**src/rtl/uart_pkg.sv**
```systemverilog
// Shared types and line levels for the streaming UART transmitter.
// The PARITY state exists in every build so state encodings stay stable.
package uart_pkg;

    typedef enum logic [2:0] {
        IDLE,
        START,
        DATA,
        PARITY,
        STOP
    } uart_tx_state_e;

    localparam logic UART_IDLE_LVL  = 1'b1;
    localparam logic UART_START_LVL = 1'b0;

endpackage

```
**src/rtl/uart_tx_fifo.sv**
```systemverilog
// Small synchronous FIFO feeding the UART transmitter.
// Read data is presented combinationally from the head entry.
module uart_tx_fifo #(
    parameter int WIDTH = 8,
    parameter int DEPTH = 4
) (
    input  logic                     clk,
    input  logic                     rst_n,
    input  logic                     push_i,
    input  logic [WIDTH-1:0]         wdata_i,
    input  logic                     pop_i,
    output logic [WIDTH-1:0]         rdata_o,
    output logic                     full_o,
    output logic                     empty_o,
    output logic [$clog2(DEPTH):0]   count_o
);

    localparam int AW    = $clog2(DEPTH);
    localparam int CNT_W = AW + 1;

    logic [WIDTH-1:0] mem_q [DEPTH];
    logic [AW-1:0]    wr_ptr_q;
    logic [AW-1:0]    rd_ptr_q;
    logic [CNT_W-1:0] count_q;
    logic             do_push;
    logic             do_pop;

    // Full/empty come straight from the registered count, so a same-cycle pop never opens space.
    assign full_o  = (count_q == CNT_W'(DEPTH));
    assign empty_o = (count_q == '0);
    assign count_o = count_q;
    assign rdata_o = mem_q[rd_ptr_q];

    assign do_push = push_i && !full_o;
    assign do_pop  = pop_i && !empty_o;

    // NOTE: storage has no reset; only pointers and count need a defined value, and leaving the array unreset lets it map to plain RAM.
    always_ff @(posedge clk) begin
        if (do_push) begin
            mem_q[wr_ptr_q] <= wdata_i;
        end
    end

    // NOTE: sequential state uses non-blocking assignments so every register samples pre-edge values.
    always_ff @(posedge clk or negedge rst_n) begin
        if (!rst_n) begin
            wr_ptr_q <= '0;
            rd_ptr_q <= '0;
            count_q  <= '0;
        end else begin
            if (do_push) begin
                wr_ptr_q <= wr_ptr_q + 1'b1;
            end
            if (do_pop) begin
                rd_ptr_q <= rd_ptr_q + 1'b1;
            end
            case ({do_push, do_pop})
                2'b10:   count_q <= count_q + 1'b1;
                2'b01:   count_q <= count_q - 1'b1;
                default: count_q <= count_q;
            endcase
        end
    end

endmodule

```
**src/rtl/uart_tx_stream.sv**
```systemverilog
// Parametrised UART transmitter with input FIFO and back-to-back framing.
// Define UART_TX_PARITY_EN to insert a parity bit after the data bits.
module uart_tx_stream
    import uart_pkg::*;
#(
    parameter int DATA_W       = 8,
    parameter int CLKS_PER_BIT = 43,
    parameter int STOP_BITS    = 1,
    parameter int FIFO_DEPTH   = 4,
    parameter int PARITY_ODD   = 0
) (
    input  logic                          clk,
    input  logic                          rst_n,
    input  logic [DATA_W-1:0]             tx_data,
    input  logic                          tx_valid,
    output logic                          tx_ready,
    output logic                          TX,
    output logic                          tx_busy,
    output logic                          tx_done,
    output logic [$clog2(FIFO_DEPTH):0]   fifo_count
);

    localparam int BAUD_W = $clog2(CLKS_PER_BIT);
    localparam int BIT_W  = $clog2(DATA_W + 1);
    localparam logic [BAUD_W-1:0] BAUD_LAST = BAUD_W'(CLKS_PER_BIT - 1);
    localparam logic [BIT_W-1:0]  DATA_LAST = BIT_W'(DATA_W - 1);
    localparam logic [BIT_W-1:0]  STOP_LAST = BIT_W'(STOP_BITS - 1);

    if (DATA_W < 5 || DATA_W > 9) begin : g_bad_data_w
        $error("uart_tx_stream: DATA_W must be 5..9");
    end
    if (CLKS_PER_BIT < 2) begin : g_bad_clks
        $error("uart_tx_stream: CLKS_PER_BIT must be >= 2");
    end
    if (STOP_BITS != 1 && STOP_BITS != 2) begin : g_bad_stop
        $error("uart_tx_stream: STOP_BITS must be 1 or 2");
    end
    if (FIFO_DEPTH < 2 || (FIFO_DEPTH & (FIFO_DEPTH - 1)) != 0) begin : g_bad_depth
        $error("uart_tx_stream: FIFO_DEPTH must be a power of 2, >= 2");
    end
    if (PARITY_ODD != 0 && PARITY_ODD != 1) begin : g_bad_parity
        $error("uart_tx_stream: PARITY_ODD must be 0 or 1");
    end

    uart_tx_state_e      state_q, state_d;
    logic [BAUD_W-1:0]   baud_q, baud_d;
    logic [BIT_W-1:0]    bit_q, bit_d;
    logic [DATA_W-1:0]   shift_q, shift_d;
    logic                tx_q, tx_d;
    logic                done_q, done_d;
`ifdef UART_TX_PARITY_EN
    logic                par_q, par_d;
`endif

    logic                fifo_pop;
    logic                fifo_full;
    logic                fifo_empty;
    logic [DATA_W-1:0]   fifo_rdata;
    logic                baud_end;
    logic                load;

    uart_tx_fifo #(
        .WIDTH (DATA_W),
        .DEPTH (FIFO_DEPTH)
    ) u_fifo (
        .clk     (clk),
        .rst_n   (rst_n),
        .push_i  (tx_valid),
        .wdata_i (tx_data),
        .pop_i   (fifo_pop),
        .rdata_o (fifo_rdata),
        .full_o  (fifo_full),
        .empty_o (fifo_empty),
        .count_o (fifo_count)
    );

    assign tx_ready = !fifo_full;
    assign tx_busy  = (state_q != IDLE);
    assign TX       = tx_q;
    assign tx_done  = done_q;
    assign baud_end = (baud_q == BAUD_LAST);

    // NOTE: every always_comb output gets a default first so no path leaves a latch behind.
    always_comb begin
        state_d  = state_q;
        baud_d   = baud_q;
        bit_d    = bit_q;
        shift_d  = shift_q;
        tx_d     = UART_IDLE_LVL;
        done_d   = 1'b0;
        fifo_pop = 1'b0;
        load     = 1'b0;
`ifdef UART_TX_PARITY_EN
        par_d    = par_q;
`endif

        if (state_q != IDLE) begin
            baud_d = baud_end ? '0 : baud_q + 1'b1;
        end

        // tx_d is the level for the current state; registering it delays TX by one cycle.
        case (state_q)
            IDLE: begin
                load = !fifo_empty;
            end
            START: begin
                tx_d = UART_START_LVL;
                if (baud_end) begin
                    state_d = DATA;
                    bit_d   = '0;
                end
            end
            DATA: begin
                tx_d = shift_q[0];
                if (baud_end) begin
                    shift_d = shift_q >> 1;
                    if (bit_q == DATA_LAST) begin
                        bit_d = '0;
`ifdef UART_TX_PARITY_EN
                        state_d = PARITY;
`else
                        state_d = STOP;
`endif
                    end else begin
                        bit_d = bit_q + 1'b1;
                    end
                end
            end
`ifdef UART_TX_PARITY_EN
            PARITY: begin
                tx_d = par_q;
                if (baud_end) begin
                    state_d = STOP;
                    bit_d   = '0;
                end
            end
`endif
            STOP: begin
                if (baud_end) begin
                    if (bit_q == STOP_LAST) begin
                        done_d  = 1'b1;
                        state_d = IDLE;
                        load    = !fifo_empty;
                    end else begin
                        bit_d = bit_q + 1'b1;
                    end
                end
            end
            default: begin
                state_d = IDLE;
            end
        endcase

        // Shared by IDLE and end-of-STOP so consecutive frames start with no idle gap.
        if (load) begin
            fifo_pop = 1'b1;
            shift_d  = fifo_rdata;
            baud_d   = '0;
            bit_d    = '0;
            state_d  = START;
`ifdef UART_TX_PARITY_EN
            par_d    = (^fifo_rdata) ^ 1'(PARITY_ODD);
`endif
        end
    end

    always_ff @(posedge clk or negedge rst_n) begin
        if (!rst_n) begin
            state_q <= IDLE;
            baud_q  <= '0;
            bit_q   <= '0;
            shift_q <= '0;
            tx_q    <= UART_IDLE_LVL;
            done_q  <= 1'b0;
`ifdef UART_TX_PARITY_EN
            par_q   <= 1'b0;
`endif
        end else begin
            state_q <= state_d;
            baud_q  <= baud_d;
            bit_q   <= bit_d;
            shift_q <= shift_d;
            tx_q    <= tx_d;
            done_q  <= done_d;
`ifdef UART_TX_PARITY_EN
            par_q   <= par_d;
`endif
        end
    end

endmodule

```
**config.mk**
```make
export PLATFORM = sky130hd
export DESIGN_NAME = uart_tx_stream
export DESIGN_NICKNAME = d
export VERILOG_FILES = /design/src/rtl/uart_pkg.sv /design/src/rtl/uart_tx_fifo.sv /design/src/rtl/uart_tx_stream.sv
export SDC_FILE = /design/constraint.sdc
export NUM_CORES = 1
export LEC_CHECK = 0
export BUFFER_PORTS_ARGS = -buffer_cell sky130_fd_sc_hd__clkbuf_2
export CAP_MARGIN = 40
export CORE_MARGIN = 2
export CORE_UTILIZATION = 45
export DETAILED_ROUTE_END_ITERATION = 8
export SYNTH_ARGS = -nofsm -noshare
export SYNTH_HDL_FRONTEND = slang
export SYNTH_SLANG_ARGS = --single-unit
```
**constraint.sdc**
```tcl
create_clock -name clk -period 6.75 [get_ports clk]
set_clock_uncertainty 0.15 [all_clocks]
set_input_delay 0 -clock clk [delete_from_list [all_inputs] [get_ports clk]]
set_output_delay 0 -clock clk [all_outputs]
set_load 0.02 [all_outputs]
```
Yosys cells after proc, flatten, opt, wreduce, memory -nomap -nowiden
Memory sizes are Yosys's and may differ from the RTL's.
Cells that the tools add are included.
Storage, ports and cells
  input bits: 11
  output and inout port bits: 7
  bits in registers: 30
  memories: 1
  RAM bits: 32
Memory list
  u_fifo.mem_q: words 4, bits a word 8, rd ports 1, clocked after memory_dff 0, write ports 1, RTL line uart_tx_fifo.sv:21  | logic [WIDTH-1:0] mem_q [DEPTH];
Operators by class
  mux-type cells: 31
  equal/unequal tests: 15
  add/sub/neg operators: 6
  reduce and logical (&&, ||, !) cells: 16
Operator list (count)
  4-bit two-way mux: 6
  8-bit two-way mux: 3
  3-bit two-way mux: 6
  6-bit two-way mux: 3
  3-bit != test, second input constant: 6
  3-bit one-hot mux with 4 select lines: 1
  4-bit one-hot mux with 3 select lines: 1
  1-bit two-way mux: 8
  2-bit nonzero test: 4
  6-bit by 1-bit adder with 6-bit output, second input constant: 1
  3-bit equality test, second input constant: 2
  6-bit equality test, second input constant: 1
  3-bit zero test: 2
  3-bit one-hot mux with 2 select lines: 1
  6-bit AND reduction: 1
  5-bit AND reduction: 1
  2-bit by 1-bit adder with 2-bit output, second input constant: 2
  4-bit by 1-bit adder with 4-bit output, second input constant: 1
  4-bit by 3-bit equality test with 1-bit output, second input constant: 1
  4-bit zero test: 1
  1-bit one-hot mux with 2 select lines: 2
  4-bit nonzero test: 1
  3-bit by 1-bit adder with 3-bit output, second input constant: 1
  3-bit by 1-bit equality test with 1-bit output, second input constant: 1
  other kinds (9): 11

Longest topological paths before layout
Gate-level depths: netlist of the first run.
  depth after elaboration: 9
  gate-level depth with buffers: 13
  depth with buffers taken out: 12

By module
From an unflattened synthesis of the first run, not the netlist that was laid out.
Second synthesis, totals
  cell total of the unflattened synthesis: 220
  area total of the unflattened synthesis: 2876.5 um^2
By module, submodules not included
  uart_tx_fifo: area an instance 1592.8 um^2, cells an instance 79, instances 1
  uart_tx_stream: area an instance 1283.7 um^2, cells an instance 141, instances 1

Worst setup path after synthesis of the first run
OpenSTA, ideal clock, no wires.
  path type: register -> register
  from: register baud_q[0]
  to: register u_fifo.count_q[2] (netlist: u_fifo.count_o[2])
  data arrival time: 2.548 ns
  path slack: 3.973 ns
  stages on the path, launching flop included: 14
  buffers on the path: 1
  path through: dfrtp_1 inv_1 ha_1 nand4b_4 or4_4 a21o_1 buf_6 inv_2 ha_1 inv_1 fa_1 xor2_1 nor2_1 xor2_1
Between the ends
  word-level cells in the longest chain between the ends: 7
  elaborated cells between the ends (all ways): 9
  classes of those cells: eq/ne: 3; mux: 4; reduce/logical: 2
Ends and longest elaborated chain
  start, declared: RTL line uart_tx_stream.sv:46  | logic [BAUD_W-1:0] baud_q, baud_d;
  start signal, assigned: RTL line uart_tx_stream.sv:180  | baud_q <= baud_d;
  6-bit equality test *: RTL line uart_tx_stream.sv:81  | assign baud_end = (baud_q == BAUD_LAST);
  1-bit two-way mux *: RTL line uart_tx_stream.sv:139  | if (baud_end) begin
  1-bit one-hot mux with 2 select lines *: RTL line uart_tx_stream.sv:102  | case (state_q)
  1-bit two-way mux *: RTL line uart_tx_stream.sv:155  | if (load) begin
  1-bit logical AND *: RTL line uart_tx_fifo.sv:35  | assign do_pop = pop_i && !empty_o;
  via u_fifo.do_pop: RTL line uart_tx_fifo.sv:26  | logic do_pop;
  2-bit by 1-bit equality test with 1-bit output / 2-bit equality test (equally long branches): RTL line uart_tx_fifo.sv:57  | case ({do_push, do_pop})
  3-bit one-hot mux with 2 select lines / 2-bit nonzero test (equally long branches)
  end signal, assigned: RTL line uart_tx_fifo.sv:58  | 2'b10: count_q <= count_q + 1'b1;
  end signal, assigned: RTL line uart_tx_fifo.sv:59  | 2'b01: count_q <= count_q - 1'b1;
  end signal, assigned: RTL line uart_tx_fifo.sv:60  | default: count_q <= count_q;
  end, declared: RTL line uart_tx_fifo.sv:24  | logic [CNT_W-1:0] count_q;
The timed path passes the listed nets; every way through them passes the cells marked *.
A chain may end at the register's enable or synchronous reset.

Worst setup path in the final report of the first run
Same ends and word-level chain as after synthesis.

==> results.md, run 1 <==
- Least-Margin Pin Slew: 0.8186 ns
- Comb pwr share: 30.9%
- Yosys top cell area share: 32.68%
- Final period utilization: 47.60%
- Max Buffers Root-to-Sink: 2
- Seq/Total Area, Yosys: 58.26%
- Simple-gate portion of the synthesized area: 12.43%
- Final hold vios: 0
- Startpoint types: register
- IO Count: 18
- HPWL Detailed: 3389 um
- First-pass GRT wire length: 8652 um
- Initial DRC count: 80
- Static Leak: 1.396 nW
- IO buf count: 17
- Layout cell share with drive strength beyond 1: 22.87%
- Commonest cells post-synth: edfxtp_1 (32), dfrtp_1 (29), nand2_1 (18)
- Slowest stage delay, CP: 0.48 ns
- Max_cap viols: 0
- CTS buffer count: 9
- Cell variety after synth: 51
- Synth Area in Adders: 4.511%
- Initial Util: 46.31%
- Mean Syn Cell Area: 13.13 um^2
- Synth area leader: edfxtp_1
- Crit. End Element: register
- Worst R2R Path Depth: 12
- CTS root buffer: clkbuf_8
- Clock Sinks: 62
- Sw power: 0.0004809 W
- Antenna cells: 0
- Asr flop ratio synth: 48.39%
- Internal power: 0.0009482 W
- Maximum fanout along the worst path: 18
- Pre-CTS WS: 3.528 ns
- Worst setup margin: 3.537 ns
- Rows: 29
- Worst-path clk slew: 0.08 ns
- Post_cts resized: 0
- Post-Synth XOR/XNOR Area: 2.596%
- Via density: 5.257
- Share of total power in sequential cells: 41.2%
- Setup TNS: 0 ns
- Ys flop type: edfxtp_1
- Synth warn: 0
- Seq cells post-synth: 62
- Vias: 1761
- Area grow syn2layout: 15.83%
- Hold WS: 0.09938 ns
- Vias in the first global route: 1772
- Die area: 7197 um^2
- Gpl congestion: 0.8045
- DRC Markers: 0
- Mux share of post-synthesis cell area: 8.851%
- Unrepaired setup endpoints after global routing: no
- Mapped Cells: 224
- Hold crit path type: input pin to asynchronous set/reset pin
- Max IR drop VDD: 0.0002146 V
- Worst-Skew Late Latency: 0.34 ns
- H-Tree Depth: 3
- 1st-pass router iterations: 4
- Slowest CP cell: a21o_1
- Most frequent cell after synthesis: edfxtp_1
- Final Net Count: 274
- Net Sw Frac: 33.65%
- Outcome: finished clean
- Largest net degree at the start of global routing: 31
- Worst EP required: 6.87 ns
- Worst relative slew slack: 45.43%
- Min cycle time layout: 3.213 ns
- Post-Syn Nets: 245
- Clk pwr share: 27.9%
- WL/cell: 14.83 um
- Final setup viols: 0
- Synth Cell Area: 2940 um^2
- Grt ovf: 0
- Antenna violations before repair: 0
- PD cells: 419.6 nW/um^2
- DIE HEIGHT: 84.84 um
- Synth top area cells: edfxtp_1 (33%), dfrtp_1 (25%), mux4_2 (6.1%)
- Fmax: 0.3113 GHz
- Critical path arrival: 3.33 ns
- Path type of the worst setup path: register to register
- Post-route ant nets: 0
- Complex-gate fraction of the synthesized area: 9.447%
- Largest family of logic cells by synthesized area: simple AND/OR/NAND/NOR gates
- Global Route Usage Sum: 15.66%
- Total Wirelength: 4969 um
- Die W: 84.84 um
- EDFF count, synth: 32
- Final slew viol count: 0
- CTS tree: yes
- Crit path cell chain: inv_1, ha_1, nand4b_4, or4_4, a21o_1, inv_2, ha_1, inv_1, fa_1, xor2_1, nor2_1, xor2_1
- Core area: 6350 um^2
==> power by group through the flow <==
stage               logic, W  clock network (W)  registers, W
floorplan           0.000395                  0      0.000565
global placement    0.000438                  0      0.000598
detailed placement  0.000444                  0      0.000599
CTS                 0.000450           0.000407      0.000591
global route        0.000499           0.000428      0.000605
finish              0.000442           0.000398      0.000589
==> registers in the layout, indices dropped and copies added (netlist names) <==
register / cells
u_fifo.mem_q: 32
shift_q: 8
baud_q: 6
bit_q: 4
state_q: 3
u_fifo.count_o: 3
u_fifo.rd_ptr_q: 2
u_fifo.wr_ptr_q: 2
TX: 1
tx_done: 1
==> what timing repair did <==
item | 4_1_cts | 5_1_grt
endpoints found under the hold margin | 64 | 0
hold buffers | 10 | 0
buffers inserted | 0 | 0
==> placed cells by master, fill, tap and decap left out, drive strengths merged, types with 2 or more instances in the layout <==
master	instances
dfrtp	29
nand3	3
a21oi	11
xor2	3
nand4	2
nand2	19
ha	9
and3	5
mux2i	8
or3	2
clkinvlp	2
mux4	8
nor3	2
clkbuf	26
nand2b	4
inv	14
nor4	2
dlygate4sd3	10
nor2	15
o21ai	19
clkinv	2
a32o	3
a31oi	2
edfxtp	32
nand3b	4
bufinv	3
xnor2	4
==> metal layers <==
metal	global-route usage, %	wire length [um]
met4	7.359	109
met2	23.41	2258
met5	0	0
met3	3.210	147
met1	22.14	2453
==> cells by family after synthesis <==
family          after synthesis
simple gates                 64
flops                        62
compound gates               42
buf+inv                      23
mux                          16
fa+ha+maj                    10
xor+xnor                      7
==> worst max-delay path, delay by kind of cell (launching register included) <==
family                   cells  cell delay [ns]
AO/OA/AOI/OAI                1             0.48
buffers and inverters        3             0.33
flip-flops                   1             0.42
XOR/XNOR                     2             0.30
adder cells (fa/ha/maj)      3             0.77
AND/OR/NAND/NOR              3             0.70
==> path summary, 6_finish.rpt <==
path	startpoint	endpoint	slack (ns)
setup / recovery	baud_q[0]	u_fifo.count_o[2]	3.54
hold / removal	rst_n	baud_q[5]	0.1
setup reg to reg	baud_q[0]	u_fifo.count_o[2]	3.54
hold reg to reg	shift_q[7]	shift_q[6]	0.35
max in group asynchronous	rst_n	shift_q[3]	5.88
min in group clk	tx_data[6]	u_fifo.mem_q[3][6]	0.27
==> metrics by stage <==
stage / power, W / std cells / instance area [um^2] / util (%)
after floorplan: 0.0009594 / 224 / 2940 / -
after global placement: 0.001036 / 309 / 3059 / 48.18
after detailed placement: 0.001043 / 309 / 3059 / 48.18
after CTS: 0.001449 / 335 / 3406 / 53.64
after global routing: 0.001531 / 335 / 3406 / 53.64
final: 0.001429 / 335 / 3406 / 53.64
==> final cells by class <==
cell class	instances	area [um^2]
fillers	534	2944
flip-flops and latches	62	1713
multi-input cells	139	1112
repair buffers	27	185.2
clock buffers	9	123.9
clock inverters	7	122.6
well taps	77	96.34
inverters	14	52.55
Power figures use the tool's default switching activity.
==> inputs of run 2 (changes only) <==
Clock period 6.75 ns to 3 ns, I/O delays scaled along.
==> run 2 against run 1 <==
Effect of this change:
- utilization down 0.57 points
- largest cell class unchanged
- sequential share of layout area up 0.54 points
- non-clock buffer count up 4
- count of clock-buffer cells in the layout unchanged
- cell count up 1.2%
- via count up 1.2%
- combinational power up 120%
- power up 110%
- wire length up 0.62%
- highest routed layer unchanged
- hold slack better by 0.0031 ns
- setup slack worse by 3.3 ns
- die area unchanged
==> results.md, run 2 (synthesized netlist as in run 1, its figures left out) <==
- Outcome: finished clean
- Final Net Count: 278 (+1.5%)
- Worst r2r src: baud_q[0]
- DRC Markers: 0 (unchanged)
- Register area: 1713 um^2 (unchanged)
- Slowest stage delay, CP: 0.44 ns (-0.04 ns)
- Max IR drop VDD: 0.0004865 V (+130%)
- Max reg flops: 32 (unchanged)
- First-pass GRT wire length: 8452 um (-2.3%)
- Total Wirelength: 5000 um (+0.62%)
- Vias in the first global route: 1746 (-1.5%)
- Layout cell share with drive strength beyond 1: 24.05% (+1.2 points)
- Placed cell count: 313 (+1.3%)
- Vias: 1783 (+1.2%)
- Post-route ant nets: 0 (unchanged)
- Top delay family on crit path: adder cells
- Largest net degree at the start of global routing: 31 (unchanged)
- Antenna violations before repair: 0 (unchanged)
- Post_cts resized: 0 (unchanged)
- Worst-Skew Late Latency: 0.34 ns (about the same)
- Least-Margin Pin Slew: 0.7381 ns (-0.08048 ns)
- Hold WS: 0.1025 ns (+0.003132 ns)
- PD cells: 886.0 nW/um^2 (+110%)
- Final hold vios: 0 (unchanged)
- Crit path buffers/inverters: 3 (unchanged)
- Worst relative slew slack: 50.79% (+5.4 points)
- Initial Util: 46.31% (unchanged)
- Design area: 3369 um^2 (-1.1%)
- 1st-pass router iterations: 4 (unchanged)
- Min cycle time layout: 2.797 ns (-0.4153 ns)
- Die W: 84.84 um (unchanged)
- CTS buffer count: 9 (unchanged)
- H-Tree Depth: 3 (unchanged)
- Met3 routed WL: 116 um (-21%)
- Rows: 29 (unchanged)
- Finished Layout Cells: 339 (+1.2%)
- Path type of the worst setup path: register to register
- Global Route Usage Sum: 15.25% (-0.41 points)
- Final setup viols: 0 (unchanged)
- Grt ovf: 0 (unchanged)
- CTS root buffer: clkbuf_8
- Top reg by flops: u_fifo.mem_q
- Unrepaired setup endpoints after global routing: no
- Critical path arrival: 2.92 ns (-0.41 ns)
- Static Leak: 1.392 nW (-0.29%)
- DIE HEIGHT: 84.84 um (unchanged)
- Via density: 5.260 (about the same)
- Die area: 7197 um^2 (unchanged)
- Clock Sinks: 62 (unchanged)
- Wl on met1: 2521 um (+2.8%)
- Largest regs: u_fifo.mem_q (32), shift_q (8), baud_q (6)
- Most common cell after layout, fill and taps aside: edfxtp_1
- Worst R2R Path Depth: 12 (unchanged)
- Core area: 6350 um^2 (unchanged)
- Gpl congestion: 0.7941 (-1.3%)
- HPWL Detailed: 3452 um (+1.9%)
- Max Used Layer: met4
- Antenna cells: 0 (unchanged)
- R2R Path End: u_fifo.count_o[2]
- Crit path cell chain: inv_1, ha_1, nand4b_4, or4_4, a21o_1, inv_2, ha_1, inv_1, fa_1, xor2_1, nor2_1, xor2_1
- IO buf count: 17 (unchanged)
- Initial DRC count: 43 (-46%)
- Commonest cells after routing, fill and taps aside: edfxtp_1 (32), dfrtp_1 (29), nand2_1 (18)
- Slowest CP cell: or4_4
- Final slew viol count: 0 (unchanged)
- Worst EP required: 3.12 ns (-3.75 ns)
- Fmax: 0.3575 GHz (+15%)
- Max Buffers Root-to-Sink: 2 (unchanged)
- WL/cell: 14.75 um (-0.56%)
- Crit. End Element: register
- Register-to-register setup slack: 0.20 ns (-3.33 ns)
- Maximum fanout along the worst path: 6 (-12)
- Worst-path clk slew: 0.08 ns (about the same)
- Final period utilization: 93.25% (+46 points)
- Hold crit path type: input pin to asynchronous set/reset pin
- Startpoint types: register
- Setup TNS: 0 ns (unchanged)
- Max_cap viols: 0 (unchanged)
- Dpl cell area: 3089 um^2 (+0.98%)
- Area grow syn2layout: 14.60%
- Pre-CTS WS: 0.2017 ns (-3.326 ns)
- IO Count: 18 (unchanged)
- CTS tree: yes
- # fillers: 548 (+2.6%)
- Multi-input logic area: 1112 um^2 (unchanged)
- Met2 WL: 2274 um (+0.71%)
- Worst setup margin: 0.2026 ns (-3.335 ns)
run 2: final cells by class:
class	instances	share of cell area, %
clock inverters	7	1.671
well taps	77	2.859
clock buffers	9	3.676
multi-input cells	139	33.01
repair buffers	31	6.387
flip-flops and latches	62	50.84
inverters	14	1.560
run 2: through the flow:
step | util, % | power (W)
CTS | 53.06 | 0.003029
global route | 53.06 | 0.003200
floorplan | - | 0.002159
detailed placement | 48.65 | 0.002348
finish | 53.06 | 0.002986
global placement | 48.65 | 0.002334
run 2: routing by layer:
metal / global-route usage [%] / vias up
met1: 20.93 / 865
li1: - / 888
met5: 0 / -
met3: 3.210 / 8
met2: 23.34 / 22
met4: 7.359 / 0
run 2: what timing repair did:
action                                  in CTS  in global routing
endpoints found under the setup margin       0                  0
hold endpoints to repair                    64                  0
hold buffers                                10                  0
buffers inserted                             0                  0
run 2: worst max path at each step:
| stage | startpoint | endpoint | slack (ns) | cells past startpoint |
|---|---|---|---|---|
| final | baud_q[0] | u_fifo.count_o[2] | 0.20 | 12 |
| after global routing | baud_q[0] | u_fifo.count_o[2] | 0.03 | 12 |
| after CTS | baud_q[0] | u_fifo.count_o[2] | 0.19 | 12 |
| after detailed placement | baud_q[0] | u_fifo.count_o[2] | 0.20 | 12 |
| after global placement | baud_q[0] | u_fifo.count_o[2] | 0.24 | 12 |
| after floorplan | baud_q[0] | u_fifo.count_o[2] | 0.22 | 13 |
run 2: worst reg2reg max path, cell delays in order, from the launching register on:
cell and delay (ns):
dfrtp_1 0.41, inv_1 0.07, ha_1 0.20, nand4b_4 0.15, or4_4 0.45, a21o_1 0.23
inv_2 0.08, ha_1 0.18, inv_1 0.06, fa_1 0.37, xor2_1 0.15, nor2_1 0.11
xor2_1 0.14
run 2: report_power, final:
part | internal, W | switching [W]
Clock | 0.000309 | 0.000359
Combinational | 0.000450 | 0.000543
Sequential | 0.00114 | 0.000188
Total | 0.00190 | 0.00109
==> inputs of run 3 (changes only) <==
Settings changed: CORE_UTILIZATION 45 to 25, RECOVER_POWER from default to 25.
==> run 3 against run 2 <==
Effect of this change:
- first-iteration DRC count rose to 2.5 times the previous value
- die area grew 76%
- clock power is 60% higher
- power rose by 14%
- utilization fell by 22 points
- global-route usage down 6.0 points
- combinational power about the same
- sequential power about the same
- cell area grew 5.7%
- sequential share of layout area is 2.7 points lower
- critical endpoint unchanged
- largest power group unchanged
==> results.md, run 3 (synthesized netlist as in run 1, its figures left out) <==
- Placed cell count: 378 (+21%)
- Global Route Usage Sum: 9.265% (-6.0 points)
- Gpl congestion: 0.8153 (+2.7%)
- Via density: 4.453 (-15%)
- Final hold vios: 0 (unchanged)
- Final setup viols: 0 (unchanged)
- Worst-Skew Late Latency: 0.33 ns (about the same)
- Initial DRC count: 109 (+150%)
- Most common cell after layout, fill and taps aside: edfxtp_1
- Antenna cells: 0 (unchanged)
- Outcome: finished clean
- Antenna violations before repair: 0 (unchanged)
- Startpoint types: register
- Top reg by flops: u_fifo.mem_q
- Design area: 3562 um^2 (+5.7%)
- CTS root buffer: clkbuf_16
- Worst relative slew slack: 49.59% (-1.2 points)
- Initial Util: 25.64% (-21 points)
- CTS buffer count: 9 (unchanged)
- Largest net degree at the start of global routing: 31 (unchanged)
- Least-Margin Pin Slew: 0.7561 ns (+0.01802 ns)
- Final period utilization: 95.11% (+1.9 points)
- Total power: 0.003405 W (+14%)
- HPWL Detailed: 3709 um (+7.4%)
- Setup TNS: 0 ns (unchanged)
- Min cycle time layout: 2.853 ns (+0.05597 ns)
- Vias: 1799 (+0.90%)
- DIE HEIGHT: 112.5 um (+33%)
- Final slew viol count: 0 (unchanged)
- Finished Layout Cells: 404 (+19%)
- Fmax: 0.3505 GHz (-2.0%)
- Clock Sinks: 62 (unchanged)
- Largest regs: u_fifo.mem_q (32), shift_q (8), baud_q (6)
- H-Tree Depth: 3 (unchanged)
- Rows: 39 (+34%)
- First-pass GRT wire length: 8983 um (+6.3%)
- Worst-path clk slew: 0.05 ns (-0.03 ns)
- WL/cell: 13.09 um (-11%)
- Crit. End Element: register
- Dpl cell area: 3164 um^2 (+2.4%)
- Hold crit path type: input pin to asynchronous set/reset pin
- PD cells: 955.8 nW/um^2 (+7.9%)
- Die area: 12650 um^2 (+76%)
- Total Wirelength: 5289 um (+5.8%)
- Post_cts resized: 0 (unchanged)
- Max_cap viols: 0 (unchanged)
- Die W: 112.5 um (+33%)
- Area grow syn2layout: 21.15%
- Max reg flops: 32 (unchanged)
- IO Count: 18 (unchanged)
- 1st-pass router iterations: 4 (unchanged)
- Maximum fanout along the worst path: 6 (unchanged)
- Max Buffers Root-to-Sink: 2 (unchanged)
- Max IR drop VDD: 0.0005999 V (+23%)
- Path type of the worst setup path: register to register
- Vias in the first global route: 1847 (+5.8%)
- Commonest cells after routing, fill and taps aside: edfxtp_1 (32), dfrtp_1 (29), nand2_1 (18)
- Worst EP required: 3.10 ns (-0.02 ns)
- Layout cell share with drive strength beyond 1: 19.16% (-4.9 points)
- Unrepaired setup endpoints after global routing: no
- CTS tree: yes
- Post-route ant nets: 0 (unchanged)
- DRC Markers: 0 (unchanged)
- Critical path arrival: 2.95 ns (+0.03 ns)
- Final Net Count: 277 (-0.36%)
- Grt ovf: 0 (unchanged)
- Static Leak: 1.417 nW (+1.8%)
- Core area: 11470 um^2 (+81%)
- IO buf count: 17 (unchanged)
==> run 3: critical path: stages (launching register included) <==
cell	delay, ns
dfrtp_1	0.41
inv_1	0.07
ha_1	0.20
nand4b_4	0.15
or4_4	0.45
a21o_1	0.21
inv_2	0.08
ha_1	0.18
inv_1	0.06
fa_1	0.37
xor2_1	0.15
nor2_1	0.12
xor2_1	0.17
==> run 3: layout make-up <==
class,instances,area (um^2)
Clock inverter,5,75.07
Tap cell,143,178.9
Timing Repair Buffer,30,197.7
Inverter,14,52.55
Sequential cell,62,1713
Clock buffer,11,232.7
Fill cell,1129,7905
Multi-Input combinational cell,139,1112
==> run 3: repair_timing <==
item                                   CTS  global route
hold buffers                            10             0
endpoints found under the hold margin   63             0
buffers inserted                         0             0
==> run 3: stage by stage <==
step | utilization [%] | setup slack, ns | hold slack (ns)
floorplan | - | 0.2225 | -0.4456
global placement | 27.59 | 0.2599 | -0.03962
detailed placement | 27.59 | 0.1545 | -0.02590
CTS | 31.15 | 0.1394 | 0.1627
global route | 31.06 | 0.02477 | 0.2296
finish | 31.06 | 0.1466 | 0.1266
==> run 3: final timing paths <==
| check | to | slack (ns) | cells past startpoint | start |
|---|---|---|---|---|
| setup / recovery | u_fifo.count_o[2] | 0.15 | 12 | baud_q[0] |
| max in group asynchronous | u_fifo.wr_ptr_q[1] | 2.09 | 2 | rst_n |
| hold / removal | u_fifo.count_o[0] | 0.13 | 2 | rst_n |
| hold reg to reg | shift_q[6] | 0.33 | 2 | shift_q[7] |
| setup reg to reg | u_fifo.count_o[2] | 0.15 | 12 | baud_q[0] |
| min in group clk | u_fifo.mem_q[3][7] | 0.32 | 2 | tx_data[7] |
==> run 3: power breakdown <==
| part | internal [W] | total, W | switching [W] |
|---|---|---|---|
| sequential | 0.00114 | 0.00134 | 0.000196 |
| clock | 0.000720 | 0.00107 | 0.000346 |
| combinational | 0.000450 | 0.00100 | 0.000553 |
| total | 0.00231 | 0.00340 | 0.00110 |
==> run 3: routing by layer <==
layer  wire (um)  track usage, %
met5           0               0
met4         187           7.073
met3         161           2.376
met2        2550           14.02
met1        2390           11.33
